File: src/rtl/pc_sequencer.sv
// Program counter, flow-control decode and return-address stack
// for the lab CPU; drives the combinational instruction ROM.
package pc_sequencer_pkg;
    localparam logic [3:0] OP_NOP  = 4'h0;
    localparam logic [3:0] OP_JMP  = 4'h1;
    localparam logic [3:0] OP_CALL = 4'h2;
    localparam logic [3:0] OP_RET  = 4'h3;
    localparam logic [3:0] OP_BLE  = 4'h4;
    localparam logic [3:0] OP_ADD  = 4'h5;
    localparam logic [3:0] OP_LED  = 4'h6;
    localparam logic [3:0] OP_WVM  = 4'h7;
endpackage

module pc_sequencer
    import pc_sequencer_pkg::*;
#(
    parameter int STACK_DEPTH = 8
) (
    input  logic        Clock,
    input  logic        Reset,
    input  logic [27:0] iInstruction,
    input  logic [15:0] iOperandA,
    input  logic [15:0] iOperandB,
    output logic [15:0] oAddress,
    output logic        oStall,
    output logic [4:0]  oDepth,
    output logic        oOverflow,
    output logic        oUnderflow
);
    localparam int AW = $clog2(STACK_DEPTH);

    typedef enum logic [1:0] {
        S_RUN,
        S_WAIT,
        S_FAULT
    } state_t;

    state_t      state, state_n;
    logic [15:0] pc, pc_n, pc_inc;
    logic [4:0]  depth, depth_n, depth_m1;
    logic [23:0] cnt, cnt_n;
    logic        ovf, ovf_n, unf, unf_n;
    logic        push, full, empty;
    logic [15:0] stack [STACK_DEPTH];

    logic [3:0]  op;
    logic [15:0] target;
    logic [23:0] nop_n;

    assign op       = iInstruction[27:24];
    assign target   = {8'h00, iInstruction[23:16]};
    assign nop_n    = iInstruction[23:0];
    assign pc_inc   = pc + 16'd1;
    assign depth_m1 = depth - 5'd1;
    assign full     = (depth == 5'(STACK_DEPTH));
    assign empty    = (depth == 5'd0);

    always_comb begin
        state_n = state;
        pc_n    = pc;
        depth_n = depth;
        cnt_n   = cnt;
        ovf_n   = ovf;
        unf_n   = unf;
        push    = 1'b0;
        unique case (state)
            S_RUN: begin
                case (op)
                    OP_JMP: pc_n = target;
                    OP_CALL: begin
                        if (full) begin
                            ovf_n   = 1'b1;
                            state_n = S_FAULT;
                        end else begin
                            push    = 1'b1;
                            depth_n = depth + 5'd1;
                            pc_n    = target;
                        end
                    end
                    OP_RET: begin
                        if (empty) begin
                            unf_n   = 1'b1;
                            state_n = S_FAULT;
                        end else begin
                            depth_n = depth_m1;
                            pc_n    = stack[depth_m1[AW-1:0]];
                        end
                    end
                    OP_BLE: pc_n = (iOperandA <= iOperandB) ? target : pc_inc;
                    OP_NOP: begin
                        if (nop_n == 24'd0) begin
                            pc_n = pc_inc;
                        end else begin
                            cnt_n   = nop_n;
                            state_n = S_WAIT;
                        end
                    end
                    default: pc_n = pc_inc;
                endcase
            end
            S_WAIT: begin
                // Last wait cycle is the one where the counter reads 1.
                if (cnt == 24'd1) begin
                    pc_n    = pc_inc;
                    cnt_n   = 24'd0;
                    state_n = S_RUN;
                end else begin
                    cnt_n = cnt - 24'd1;
                end
            end
            S_FAULT: begin
            end
            default: state_n = S_RUN;
        endcase
    end

    always_ff @(posedge Clock) begin
        if (Reset) begin
            state <= S_RUN;
            pc    <= 16'h0000;
            depth <= 5'd0;
            cnt   <= 24'd0;
            ovf   <= 1'b0;
            unf   <= 1'b0;
        end else begin
            state <= state_n;
            pc    <= pc_n;
            depth <= depth_n;
            cnt   <= cnt_n;
            ovf   <= ovf_n;
            unf   <= unf_n;
        end
    end

    // Stack RAM keeps its contents across reset; only the depth is cleared.
    always_ff @(posedge Clock) begin
        if (push && !Reset) begin
            stack[depth[AW-1:0]] <= pc_inc;
        end
    end

    assign oAddress   = pc;
    assign oStall     = (state != S_RUN);
    assign oDepth     = depth;
    assign oOverflow  = ovf;
    assign oUnderflow = unf;
endmodule

File: config.mk
export PLATFORM = sky130hd
export DESIGN_NAME = pc_sequencer
export DESIGN_NICKNAME = d
export VERILOG_FILES = /design/src/rtl/pc_sequencer.sv
export SDC_FILE = /design/constraint.sdc
export NUM_CORES = 1
export LEC_CHECK = 0
export CAP_MARGIN = 20
export CORE_MARGIN = 3
export CORE_UTILIZATION = 50
export CTS_CLUSTER_DIAMETER = 40
export DETAILED_ROUTE_END_ITERATION = 8
export HOLD_SLACK_MARGIN = 0.05
export PLACE_DENSITY_LB_ADDON = 0.08
export SLEW_MARGIN = 20
export SYNTH_ARGS = -nofsm -noshare
export SYNTH_HDL_FRONTEND = slang
export SYNTH_SLANG_ARGS = --single-unit
File: constraint.sdc
create_clock -name Clock -period 4.5 [get_ports Clock]
set_input_delay 0.9 -clock Clock [delete_from_list [all_inputs] [get_ports Clock]]
set_output_delay 0.9 -clock Clock [all_outputs]
set_load 0.02 [all_outputs]
==> results of run 1 <==
critical path: stages:
cell,delay [ps]
sky130_fd_sc_hd__clkdlybuf4s50_1,460
sky130_fd_sc_hd__inv_1,40
sky130_fd_sc_hd__ha_1,300
sky130_fd_sc_hd__nand4_1,170
sky130_fd_sc_hd__nor4_1,380
sky130_fd_sc_hd__and4_1,300
sky130_fd_sc_hd__o21bai_1,170
sky130_fd_sc_hd__and2_4,280
sky130_fd_sc_hd__a221o_1,350
sky130_fd_sc_hd__a31o_1,210
layout by cell type, fill, tap and decap left out, types with 17 or more instances in the layout:
| master | n |
|---|---|
| sky130_fd_sc_hd__a21oi_1 | 41 |
| sky130_fd_sc_hd__buf_4 | 18 |
| sky130_fd_sc_hd__clkbuf_16 | 17 |
| sky130_fd_sc_hd__clkdlybuf4s50_1 | 85 |
| sky130_fd_sc_hd__dfxtp_1 | 48 |
| sky130_fd_sc_hd__edfxtp_1 | 128 |
| sky130_fd_sc_hd__ha_1 | 22 |
| sky130_fd_sc_hd__inv_1 | 30 |
| sky130_fd_sc_hd__mux4_2 | 32 |
| sky130_fd_sc_hd__nand2_1 | 68 |
| sky130_fd_sc_hd__nor2_1 | 66 |
| sky130_fd_sc_hd__nor3_1 | 17 |
| sky130_fd_sc_hd__o21ai_0 | 38 |
| sky130_fd_sc_hd__xnor2_1 | 17 |
cells by family after synthesis:
family / count (synthesis)
AND/OR/NAND/NOR: 231
flip-flops: 177
AO/OA/AOI/OAI: 154
buffers and inverters: 68
multiplexers: 36
XOR/XNOR: 25
adder cells (fa/ha/maj): 22
worst max path at each step:
| stage | start | end | slack [ps] |
|---|---|---|---|
| after floorplan | oDepth[0]$_SDFFE_PP0P_ | stack[1][0]$_DFFE_PP_ | 900 |
| after global placement | iOperandB[15] | oAddress[7]$_SDFFE_PP0P_ | 910 |
| after detailed placement | iOperandB[15] | oAddress[7]$_SDFFE_PP0P_ | 800 |
| after CTS | iOperandB[15] | oAddress[7]$_SDFFE_PP0P_ | 1270 |
| after global routing | iOperandB[15] | oAddress[7]$_SDFFE_PP0P_ | 1030 |
| final | iOperandB[15] | oAddress[7]$_SDFFE_PP0P_ | 1260 |
stage by stage:
step	worst slack, ps	hold slack, ps	power [µW]
2_1_floorplan	904	457	2140
3_3_place_gp	908	457	2320
3_5_place_dp	805	457	2330
4_1_cts	1270	474	3910
5_1_grt	1030	494	4020
6_report	1260	468	3880
registers in the layout, summed over array words and instances, names as in the netlist:
signal and count:
stack 128, cnt 24, oAddress 16, oDepth 5, state 2, oOverflow 1
oUnderflow 1
power groups by stage:
stage          Clock [µW]  Combinational, µW  Sequential (µW)
5_1_grt              1670                524             1820
4_1_cts              1610                478             1820
3_3_place_gp            0                465             1850
2_1_floorplan           0                287             1860
6_report             1590                478             1820
3_5_place_dp            0                474             1850
final cells by class:
cell class	count	area [µm²]	share of cell area (%)
inverter	30	113	1.10
clock inverter	14	218	2.12
timing repair buffer	103	986	9.62
clock buffer	18	429	4.19
multi-input combinational	468	3410	33.2
tap	220	275	2.68
sequential	177	4830	47.1
metal layers:
layer  vias up  share of wire [%]  global-route usage (%)
met5         -                  0                       0
met4         0                2.1                    7.67
met3        35                6.6                    5.77
met2       205                 49                    39.0
met1      3011                 42                    29.1
li1       2879                  -                       -
==> metrics.md, run 1 <==
| Metric | Value |
|---|---|
| Detailed-route vias per instance | 5.95 |
| CTS H-tree depth | 4 |
| Clock tree from TritonCTS | built |
| Post-synthesis adder-cell area fraction | 3.24% |
| Critical Path End Type | flop |
| Worst-path clk slew | 70 ps |
| Tot GR Track Use | 23.1% |
| Final Hold Vio Count | 0 |
| Total internal power | 2900 µW |
| Remaining number of nets flagged by the antenna check after routing | 0 |
| Net count after synthesis | 797 |
| Initial cell density of the core | 51.2% |
| WL per Instance | 20.5 µm |
| Hold/Removal Path Class | reg -> reg |
| Proportion of power drawn by the clock network | 40.9% |
| Max Freq | 309 MHz |
| Worst-case clock buffer depth | 2 |
| Root Driver | sky130_fd_sc_hd__clkbuf_16 |
| Net Switching | 982 µW |
| Final period util | 72.0% |
| Reg-to-reg endpoint | oAddress[11]$_SDFFE_PP0P_ |
| Wire length of the first global-routing pass | 32300 µm |
| Antenna violations before repair | 0 |
| Number of optimization iterations in the first detailed-route pass | 7 |
| Total vias in the final route | 6130 |
| Cell taking the most area after synthesis | sky130_fd_sc_hd__edfxtp_1 |
| Worst Tran Pin Value | 1020 ps |
| Number of flops mapped to enable cells by yosys | 128 |
| Crit Reg-Reg Startpoint | oDepth[1]$_SDFFE_PP0P_ |
| Startpoint of the most critical hold path | oUnderflow$_SDFFE_PP0P_ |
| Finished Cell Area | 10300 µm² |
| Horiz. Die Dim | 136 µm |
| Yosys cell types | 56 |
| Total Nets Final | 881 |
| Headroom to the max-slew limit | 31.8% |
| Detailed router's first-iteration violation count | 454 |
| Register-to-register setup slack | 1530 ps |
| Largest voltage drop on the vdd net | 0.000305 V |
| Filler cells | 1345 |
| Compound-Gate Fraction of Synth Area | 11.5% |
| Num Clock Sinks | 177 |
| Number of global-route vias before repair | 5983 |
| Required time reported for the critical path endpoint | 4820 ps |
| Placement-stage cell area | 9610 µm² |
| Warnings, synthesis | 0 |
| IO Count | 86 |
| Top post-synthesis cells by area | sky130_fd_sc_hd__edfxtp_1 45%, sky130_fd_sc_hd__dfxtp_1 12%, sky130_fd_sc_hd__mux4_2 8.5% |
| Portion of the post-synthesis area used by sequential elements | 56.8% |
| Basic-gate share of the synthesized area counting and, or, nand and nor cells | 13.7% |
| Worst-Skew Late Latency | 430 ps |
| Average cell area after synthesis | 11.9 µm² |
| Combinational power share | 12.3% |
| Port-buffer cells | 85 |
| Post-DP HPWL | 13700 µm |
| Pwr/cell area | 379 nW/µm² |
| Switching share of power | 25.3% |
| Syn Std Cell Area | 8490 µm² |
| XOR/XNOR share of the synthesized area | 2.58% |
| Unrepaired setup endpoints after global routing | false |
| Data arrival time of the critical path | 3560 ps |
| Setup bufs post-CTS | 0 |
| Worst hold path depth | 2 |
| Critical path startpoint category | input pin |
| Overflow left after global routing | 0 |
| Number of cells produced by synthesis | 713 |
| Count of cells resized by post-cts repair | 0 |
| Number of storage elements in the synthesis netlist | 177 |
| Worst Reg2Reg Path Length in Cells | 8 |
| Multiplexer fraction of the synthesized cell area | 8.96% |
| Share of power burned in registers | 46.8% |
| Share of the synthesized area in the top cell type | 45.2% |
| Remaining routing DRC violations | 0 |
| Final max-slew violation count | 0 |
| Finished Layout Cells | 1030 |
| Hold-fix buffers at CTS | 0 |
| Total wire length after detailed routing | 21100 µm |
| Type of the worst setup path | in -> reg |
| Share of the core filled with cells in the final layout | 61.8% |
| Total setup violations reported at the end of the flow | 0 |
| Clock Skews | 12.2 ps |
| Max Cap Viol | 0 |
| Min-Delay Endpoint | oUnderflow$_SDFFE_PP0P_ |
| Die footprint | 18600 µm² |
| Inst Count DP | 998 |
| Final weighted congestion of routability-driven global placement | 0.841 |
| Most frequent cells after synthesis | 128 x sky130_fd_sc_hd__edfxtp_1, 68 x sky130_fd_sc_hd__nand2_1, 66 x sky130_fd_sc_hd__nor2_1 |
| Std cell rows | 47 |
| Pin count of the biggest net entering global routing | 49 |
| Synthesis-to-finish area growth | 20.7% |
| Top flip-flop cell by instance count after synthesis | sky130_fd_sc_hd__edfxtp_1 |
| Dominant combinational cell family by area after synthesis | simple AND/OR/NAND/NOR gates |
| Pleak | 0.00364 µW |
| Largest driver fanout on the critical path | 14 |
| Height of the die | 136 µm |
| Async set-or-reset flop fraction in the synthesized netlist | 0% |
| Number of antenna diodes | 0 |
| Fraction of layout instances using a drive strength above 1 | 12.3% |
| Number of buffers created by CTS | 17 |
| Outcome | complete, no violations |
| Final TNS setup | 0 ps |
| Core Box Area | 16600 µm² |
| Shortest clock period the worst path allows after layout | 3240 ps |
| Top-count cell post-synth | sky130_fd_sc_hd__edfxtp_1 |
(Power assumes the default switching activity.)
==> run 2, diff against run 1 <==
- clock period: 4.5 -> 3.1 ns (I/O delays scaled with it)
==> run 2 against run 1 <==
  * Register-to-register slack lost 1100 ps
  * Die area unchanged
  * Largest cell class unchanged
  * Sequential power increased by 45%
  * Critical path type unchanged
  * Non-clock buffer count is 27 higher
  * Critical endpoint is now oAddress[0]$_SDFFE_PP0P_
  * Combinational power up 52%
  * Via count rose by 3.8%
  * Hold slack improved by 13 ps
  * First-iteration DRC count is 46% higher
  * Sequential share of layout area shrank 1.2 points
  * Core utilization is 1.6 points higher
  * Cell area rose by 2.6%
==> metrics.md, run 2 (synthesized netlist as in run 1, its figures left out) <==
| Metric | Value |
|---|---|
| Headroom to the max-slew limit | 37.2% |
| Final weighted congestion of routability-driven global placement | 0.874 |
| Synthesis-to-finish area growth | 23.9% |
| Area of the multi-input gates | 3410 µm² |
| Filler cells | 1273 |
| Type of the worst setup path | in -> reg |
| Worst-Skew Late Latency | 430 ps |
| Critical Path End Type | flop |
| Unrepaired setup endpoints after global routing | false |
| Number of optimization iterations in the first detailed-route pass | 5 |
| Share of the core filled with cells in the final layout | 63.5% |
| Pin count of the biggest net entering global routing | 49 |
| Final period util | 88.8% |
| Total wire length after detailed routing | 21500 µm |
| Final Hold Vio Count | 0 |
| Total power after layout | 5640 µW |
| Remaining routing DRC violations | 0 |
| IO Count | 86 |
| Wire length of the first global-routing pass | 33500 µm |
| Worst-path clk slew | 70 ps |
| Hold/Removal Path Class | reg -> reg |
| Most common cell after layout, fill and taps aside | sky130_fd_sc_hd__edfxtp_1 |
| Post-DP HPWL | 14200 µm |
| Initial cell density of the core | 51.2% |
| Total setup violations reported at the end of the flow | 0 |
| Switching share of power | 25.3% |
| Number of buffers created by CTS | 17 |
| Max Freq | 363 MHz |
| Detailed router's first-iteration violation count | 665 |
| Critical path startpoint category | input pin |
| Total Nets Final | 908 |
| Port-buffer cells | 85 |
| Final TNS setup | 0 ps |
| Number of antenna diodes | 0 |
| Storage cell area | 4830 µm² |
| Proportion of power drawn by the clock network | 40.4% |
| Share of power burned in registers | 46.7% |
| Overflow left after global routing | 0 |
| Shortest clock period the worst path allows after layout | 2750 ps |
| Die footprint | 18600 µm² |
| Total vias in the final route | 6361 |
| Flip-flop count of the largest register after layout | 128 |
| Horiz. Die Dim | 136 µm |
| Height of the die | 136 µm |
| Outcome | complete, no violations |
| Highest-count cells in the layout ignoring fill and taps | 128 x sky130_fd_sc_hd__edfxtp_1, 85 x sky130_fd_sc_hd__clkdlybuf4s50_1, 68 x sky130_fd_sc_hd__nand2_1 |
| Clock tree from TritonCTS | built |
| Pleak | 0.00378 µW |
| Largest voltage drop on the vdd net | 0.000632 V |
| Pwr/cell area | 536 nW/µm² |
| Core Box Area | 16600 µm² |
| Worst-case clock buffer depth | 2 |
| Std cell rows | 47 |
| Max Cap Viol | 0 |
| Register-to-register setup slack | 410 ps |
| Max Used Layer | met4 |
| Metal-1 WL | 9370 µm |
| Num Clock Sinks | 177 |
| Tot GR Track Use | 23.7% |
| CTS H-tree depth | 4 |
| Largest driver fanout on the critical path | 5 |
| Count of cells resized by post-cts repair | 0 |
| Net Switching | 1420 µW |
| Total internal power | 4220 µW |
| Hold-fix buffers at CTS | 0 |
| Data arrival time of the critical path | 3090 ps |
| Remaining number of nets flagged by the antenna check after routing | 0 |
| Met2 wire length | 10400 µm |
| Routed met3 length | 1370 µm |
| Number of global-route vias before repair | 6172 |
| Setup bufs post-CTS | 0 |
| Clock Skews | 16.4 ps |
| Required time reported for the critical path endpoint | 3440 ps |
| Final max-slew violation count | 0 |
| Fraction of layout instances using a drive strength above 1 | 15.1% |
| Root Driver | sky130_fd_sc_hd__clkbuf_16 |
| Worst Tran Pin Value | 935 ps |
| Antenna violations before repair | 0 |
| WL per Instance | 20.4 µm |
| Detailed-route vias per instance | 6.02 |
| Combinational power share | 12.9% |
-- run 2: area by class of cell --
class                           count  area share, %
Timing Repair Buffer              130           12.1
Tap cell                          220           2.62
Multi-Input combinational cell    468           32.4
Sequential cell                   177           45.9
Inverter                           30           1.07
Clock buffer                       17           4.04
Clock inverter                     15           1.90
-- run 2: power groups by stage --
stage	logic, µW	clock network (µW)	registers (µW)
finish	728	2280	2640
global route	799	2400	2640
CTS	729	2310	2630
detailed placement	723	0	2690
global placement	705	0	2690
floorplan	417	0	2690
-- run 2: path summary, 6_finish.rpt --
path                          startpoint                        to  cells after the start
hold reg to reg   oOverflow$_SDFFE_PP0P_    oOverflow$_SDFFE_PP0P_                      2
setup reg to reg     cnt[0]$_SDFFE_PP0P_      cnt[22]$_SDFFE_PP0P_                      9
hold / removal    oOverflow$_SDFFE_PP0P_    oOverflow$_SDFFE_PP0P_                      2
setup / recovery           iOperandB[14]  oAddress[0]$_SDFFE_PP0P_                     10
-- run 2: critical path, cell delays in order --
cell	delay, ps
sky130_fd_sc_hd__clkdlybuf4s50_1	450
sky130_fd_sc_hd__inv_1	50
sky130_fd_sc_hd__ha_1	290
sky130_fd_sc_hd__nand4_1	120
sky130_fd_sc_hd__nor4_1	370
sky130_fd_sc_hd__and4_1	290
sky130_fd_sc_hd__a22oi_1	110
sky130_fd_sc_hd__a21oi_1	400
sky130_fd_sc_hd__a221oi_1	150
sky130_fd_sc_hd__a211oi_1	220
-- run 2: metal layers --
| metal | vias up | track usage [%] |
|---|---|---|
| met5 | - | 0 |
| met4 | 0 | 6.44 |
| met3 | 27 | 4.59 |
| met2 | 235 | 39.6 |
| met1 | 3166 | 31.8 |
| li1 | 2933 | - |
-- run 2: per-stage QoR --
step	area, µm²	worst slack [ps]	instances	hold slack (ps)
2_1_floorplan	8500	-69.3	713	457
3_3_place_gp	9900	-15.4	1025	456
3_5_place_dp	9900	-105	1025	468
4_1_cts	10500	337	1057	487
5_1_grt	10500	43.5	1057	504
6_report	10500	348	1057	481
